$ cat src/rtl/uart_rx_fifo.sv
// UART 8N1 receiver feeding a first-word-fall-through byte FIFO.
// The serial line is synchronized, decoded by a small FSM that samples
// mid-bit, and each good byte is pushed into the FIFO. Overflow and
// framing errors are reported as sticky flags cleared by clr_err.
module uart_rx_fifo #(
  parameter int CLKS_PER_BIT = 78,
  parameter int FIFO_DEPTH   = 32
) (
  input  logic                          clk,
  input  logic                          rst,
  input  logic                          uart_rx,
  output logic [7:0]                    rdata,
  output logic                          rvalid,
  input  logic                          rready,
  output logic [$clog2(FIFO_DEPTH):0]   count,
  output logic                          overflow,
  output logic                          frame_err,
  input  logic                          clr_err
);

  localparam int AW = $clog2(FIFO_DEPTH);
  localparam int CW = $clog2(CLKS_PER_BIT);

  // Terminal counts: a full bit period and the half period to mid-start-bit.
  localparam logic [CW-1:0] FULL_BIT = CW'(CLKS_PER_BIT - 1);
  localparam logic [CW-1:0] HALF_BIT = CW'(CLKS_PER_BIT / 2 - 1);
  localparam logic [AW:0]   DEPTH    = (AW + 1)'(FIFO_DEPTH);

  typedef enum logic [2:0] {
    IDLE,
    START,
    DATA,
    STOP,
    WAIT_IDLE
  } state_t;

  logic          sync1, rx_s;
  state_t        state, state_d;
  logic [CW-1:0] cnt, cnt_d;
  logic [2:0]    bit_idx, bit_idx_d;
  logic [7:0]    shreg, shreg_d;
  logic          push_req, frame_set;

  logic [7:0]    mem [FIFO_DEPTH];
  logic [AW-1:0] wptr, rptr;
  logic          pop, full, push_ok, ovf_set;

  // Two-flop synchronizer; resets to the idle (high) line level.
  always_ff @(posedge clk) begin
    // NOTE: sequential state uses non-blocking assignments so every flop
    // samples pre-edge values regardless of statement order.
    if (rst) begin
      sync1 <= 1'b1;
      rx_s  <= 1'b1;
    end else begin
      sync1 <= uart_rx;
      rx_s  <= sync1;
    end
  end

  // Receiver state, bit timer, bit index and shift register.
  always_ff @(posedge clk) begin
    if (rst) begin
      state   <= IDLE;
      cnt     <= '0;
      bit_idx <= '0;
      shreg   <= '0;
    end else begin
      state   <= state_d;
      cnt     <= cnt_d;
      bit_idx <= bit_idx_d;
      shreg   <= shreg_d;
    end
  end

  // Next-state decode: mid-bit sampling, byte push and framing errors.
  always_comb begin
    // NOTE: every output of this block gets a default first, so no path
    // through the case can leave one unassigned and infer a latch.
    state_d   = state;
    cnt_d     = cnt + 1'b1;
    bit_idx_d = bit_idx;
    shreg_d   = shreg;
    push_req  = 1'b0;
    frame_set = 1'b0;
    unique case (state)
      IDLE: begin
        cnt_d = '0;
        if (!rx_s) state_d = START;
      end
      START: begin
        if (cnt == HALF_BIT) begin
          cnt_d     = '0;
          bit_idx_d = '0;
          // A line that is high again at mid-start was only a glitch.
          state_d   = rx_s ? IDLE : DATA;
        end
      end
      DATA: begin
        if (cnt == FULL_BIT) begin
          cnt_d            = '0;
          shreg_d[bit_idx] = rx_s;
          bit_idx_d        = bit_idx + 3'd1;
          if (bit_idx == 3'd7) state_d = STOP;
        end
      end
      STOP: begin
        if (cnt == FULL_BIT) begin
          cnt_d = '0;
          if (rx_s) begin
            push_req = 1'b1;
            state_d  = IDLE;
          end else begin
            // Bad stop bit: drop the byte and wait out any break condition.
            frame_set = 1'b1;
            state_d   = WAIT_IDLE;
          end
        end
      end
      WAIT_IDLE: begin
        cnt_d = '0;
        if (rx_s) state_d = IDLE;
      end
      default: begin
        state_d = IDLE;
        cnt_d   = '0;
      end
    endcase
  end

  // FIFO handshake: a pop frees a slot in the same cycle, so push while full
  // succeeds when the consumer is also popping.
  assign rvalid  = (count != '0);
  assign rdata   = mem[rptr];
  assign pop     = rvalid && rready;
  assign full    = (count == DEPTH);
  assign push_ok = push_req && (!full || pop);
  assign ovf_set = push_req && full && !pop;

  // FIFO storage write port.
  always_ff @(posedge clk) begin
    // NOTE: the storage array is deliberately not reset; entries are only
    // observable through rvalid, which is forced low by resetting count.
    if (push_ok) mem[wptr] <= shreg;
  end

  // FIFO pointers and occupancy.
  always_ff @(posedge clk) begin
    if (rst) begin
      wptr  <= '0;
      rptr  <= '0;
      count <= '0;
    end else begin
      if (push_ok) wptr <= wptr + 1'b1;
      if (pop)     rptr <= rptr + 1'b1;
      case ({push_ok, pop})
        2'b10:   count <= count + 1'b1;
        2'b01:   count <= count - 1'b1;
        default: count <= count;
      endcase
    end
  end

  // Sticky error flags; a new error event wins over a coincident clear.
  always_ff @(posedge clk) begin
    if (rst) begin
      overflow  <= 1'b0;
      frame_err <= 1'b0;
    end else begin
      if (ovf_set)      overflow <= 1'b1;
      else if (clr_err) overflow <= 1'b0;
      if (frame_set)    frame_err <= 1'b1;
      else if (clr_err) frame_err <= 1'b0;
    end
  end

endmodule

$ cat config.mk
export PLATFORM = sky130hd
export DESIGN_NAME = uart_rx_fifo
export DESIGN_NICKNAME = d
export VERILOG_FILES = /design/src/rtl/uart_rx_fifo.sv
export SDC_FILE = /design/constraint.sdc
export NUM_CORES = 1
export LEC_CHECK = 0
export ABC_AREA = 1
export BUFFER_PORTS_ARGS = -buffer_cell sky130_fd_sc_hd__buf_2
export CORE_ASPECT_RATIO = 1.1
export CORE_UTILIZATION = 67
export DETAILED_ROUTE_END_ITERATION = 10
export PLACE_DENSITY_LB_ADDON = 0.25
export RECOVER_POWER = 100
export SLEW_MARGIN = 0
export SYNTH_ARGS = -nofsm -noshare
export SYNTH_HDL_FRONTEND = slang
export SYNTH_SLANG_ARGS = --single-unit
$ cat constraint.sdc
create_clock -name clk -period 5.5 [get_ports clk]
set_clock_uncertainty 0.15 [all_clocks]
set_input_delay 0.825 -clock clk [delete_from_list [all_inputs] [get_ports clk]]
set_output_delay 0.825 -clock clk [all_outputs]
set_load 0.01 [all_outputs]
==> results.md <==
- Commonest non-fill, non-tap cell in the layout: edfxtp_1
- Register area: 0.00861 sq mm
- # diodes: 0
- Port Buffers: 21
- Compound-Gate Fraction of Synth Area: between 10% and 20%
- Top-area cell type share of the netlist area: about 63%
- Register area share after synthesis: 70.1%
- Worst Hold Path EP: rx_s
- Worst min path class: flop to flop
- Post-Syn Instances: 1032
- Final Hold Vio Count: 0
- Most used flip-flop cell after synthesis: edfxtp_1
- Die area: 0.0189 sq mm
- Io pins: 22
- Post-DP Area: 0.0125 sq mm
- RSZ-0062 raised after global routing: false
- Initial antenna violation count: 0
- Clk pin slew, worst setup/hold paths: about 60 ps
- EDFF count, synth: approximately 260
- Asr flop ratio synth: 0%
- Post-CTS Hold Buffers: 0
- Leading area contributor after synthesis: edfxtp_1
- Residual DRC: 0
- Post-Synth Adder-Cell Area: under 10%
- CTS tree: built
- Main combinational cell family by area after synthesis: compound AO/OA/AOI/OAI gates
- Num rows: 51
- PnR Total Power: between 5 and 6 mW
- Share of layout cells above drive strength 1: between 7 and 8%
- Worst skew pair latency: ~530 ps
- LEAKAGE: around 5.1 nW
- Number of global-route vias before repair: 7802
- Cell area after layout: approximately 0.013 sq mm
- Period utilization: 80.7%
- Syn-to-layout area delta: 9.10%
- Startpoint types: flop
- Syn nets: roughly 1000
- Worst Hold Depth: 1
- # Post-CTS Setup Buffers: 0
- Max Transition Viols Final: 0
- Net count, final: roughly 1100
- Kind of critical path: flop to output pin
- Syn_area_per_cell: 11.9 sq um
- Vias post-DR: 8282
- Fin Hold WS: ~280 ps
- Chip width: around 130 um
- R2r endpoint: mem[31][5]
- First-pass GRT wire length: ~41 mm
- Post-DP HPWL: around 16 mm
- Largest net degree at the start of global routing: 100
- Max Buffers Root-to-Sink: 3
- R2R Path Start: cnt[0]
- DR WL/cell: roughly 21 um
- Gpl congestion: 0.823
- Reg2Reg Depth: 7
- Mux cell area share after synthesis: 0%
- Simple-Gate Fraction of Synth Area: between 10% and 20%
- Global Route Usage Sum: between 20 and 30%
- Drt initial violations: about 1100
- CP max FO: between 40 and 50
- Grt total ovfl: 0
- Synth top area cells: edfxtp_1 63%, dfxtp_1 7.5%, o21ai_0 6.2%
- Cts bufs inserted: 29
- Vias per inst: around 6.4
- # fillers: roughly 1100
- Final setup vio count: 0
- H-tree Lvls: 1
- Area of the multi-input gates: ~0.0032 sq mm
- Initial core utilization: slightly below 70%
- Critical Path AT: ~3500 ps
- Core area: about 0.018 sq mm
- Cell area after synthesis: around 0.012 sq mm
- Peak Freq: 225 MHz
- Actual slew at the worst max-slew pin: between 1000 and 1500 ps
- Tmin final: 4440 ps
- Die Span Y: ~140 um
- Pwr/cell area: around 420 mW/mm^2
- Max Cap Viol: 0
- Setup TNS: 0 ps
- CP required: around 4500 ps
- Most frequent cells in the layout: 256 x edfxtp_1, 201 x nor2_1, 159 x o21ai_0
- Pre-Repair DR Iteration Count: 5
- Root Buffer: clkbuf_16
- Total routed wirelength: approximately 27 mm
- CP endpoint kind: output pin
- Origin of the worst min-delay path: sync1
- R2r setup slk: 1670 ps
- Peak VDD IR: about 350 uV
- Post-Synth XOR/XNOR Area: less than 1%
- Synth unique cells: 39
- Headroom to the max-slew limit: just over 2%
- Synth warnings: 0
- CTS resizes: 0
- CTS Sinks: between 300 and 400
- Status: finished, final reports clean
- Synthesized flop and latch total: about 300
- Antenna Nets Post-Route: 0
## final cells by class
type / instances / share of cell area, %
inverters: 53 / 1.50
well taps: 238 / 2.22
flip-flops and latches: 302 / 64.3
repair buffers: 29 / 1.00
multi-input cells: 622 / 23.8
clock buffers: 35 / 5.66
clock inverters: 17 / 1.50
## how the worst max path moves through the flow
stage	endpoint	slack (ps)
5_1_grt	rdata[3]	860
6_report	rdata[0]	1060
3_5_place_dp	rdata[5]	1950
4_1_cts	rdata[5]	1350
2_1_floorplan	rdata[3]	3060
3_3_place_gp	rdata[0]	2030
## layer usage
metal	track usage (%)	share of wire, %	vias up
met5	0	0	-
met4	10.1	3.0	0
met3	6.18	9.1	73
met2	49.0	49	480
met1	38.6	39	3944
li1	-	-	3785
## power breakdown
group	total (mW)	internal (mW)	switching [mW]
clock network	1.99	1.17	0.823
logic	1.12	0.355	0.764
registers	2.58	2.50	0.0828
## sequential cells by signal (all words and copies together) (netlist names), named ones only
| register | cells |
|---|---|
| rptr | 5 |
| count | 6 |
| bit_idx | 3 |
| shreg | 8 |
| sync1 | 1 |
| overflow | 1 |
| wptr | 5 |
| mem | 256 |
| cnt | 7 |
| rx_s | 1 |
| state | 3 |
| frame_err | 1 |
## per-stage QoR
stage,std cells,util [%],setup slack [ps]
after detailed placement,1244,70.3,1950
final,1296,75.2,1060
after global routing,1296,75.2,856
after CTS,1296,75.7,1350
after global placement,1244,70.3,2030
after floorplan,1032,-,3060
## synthesized netlist by cell type (all sizes together), types with 2 or more instances
cell,n
nand2,58
nand3b,2
o22ai,16
nor2,204
inv,50
a21oi,32
clkbuf,43
edfxtp,256
dfxtp,46
nand3,37
a211oi,2
or2,3
a22oi,3
o21ai,170
nor3,10
buf,12
clkinv,3
a31oi,12
o221ai,48
ha,11
xor2,6
nand4,3
## kinds of logic after synthesis
family                     count (synthesis)
adders and majority gates                 11
AOI/OAI and AO/OA                        285
buffers and inverters                    108
DFF                                      302
xor gates and xnor gates                   7
and+or+nand+nor                          319
## worst max-delay path, stage by stage, from the launching register on
cell	delay, ps
dfxtp_4	530
clkinv_2	500
clkbuf_2	640
o21ai_0	360
o221ai_1	140
a31oi_1	390
a22oi_1	170
buf_2	180
Note: power is estimated with default switching activity, not from simulation.
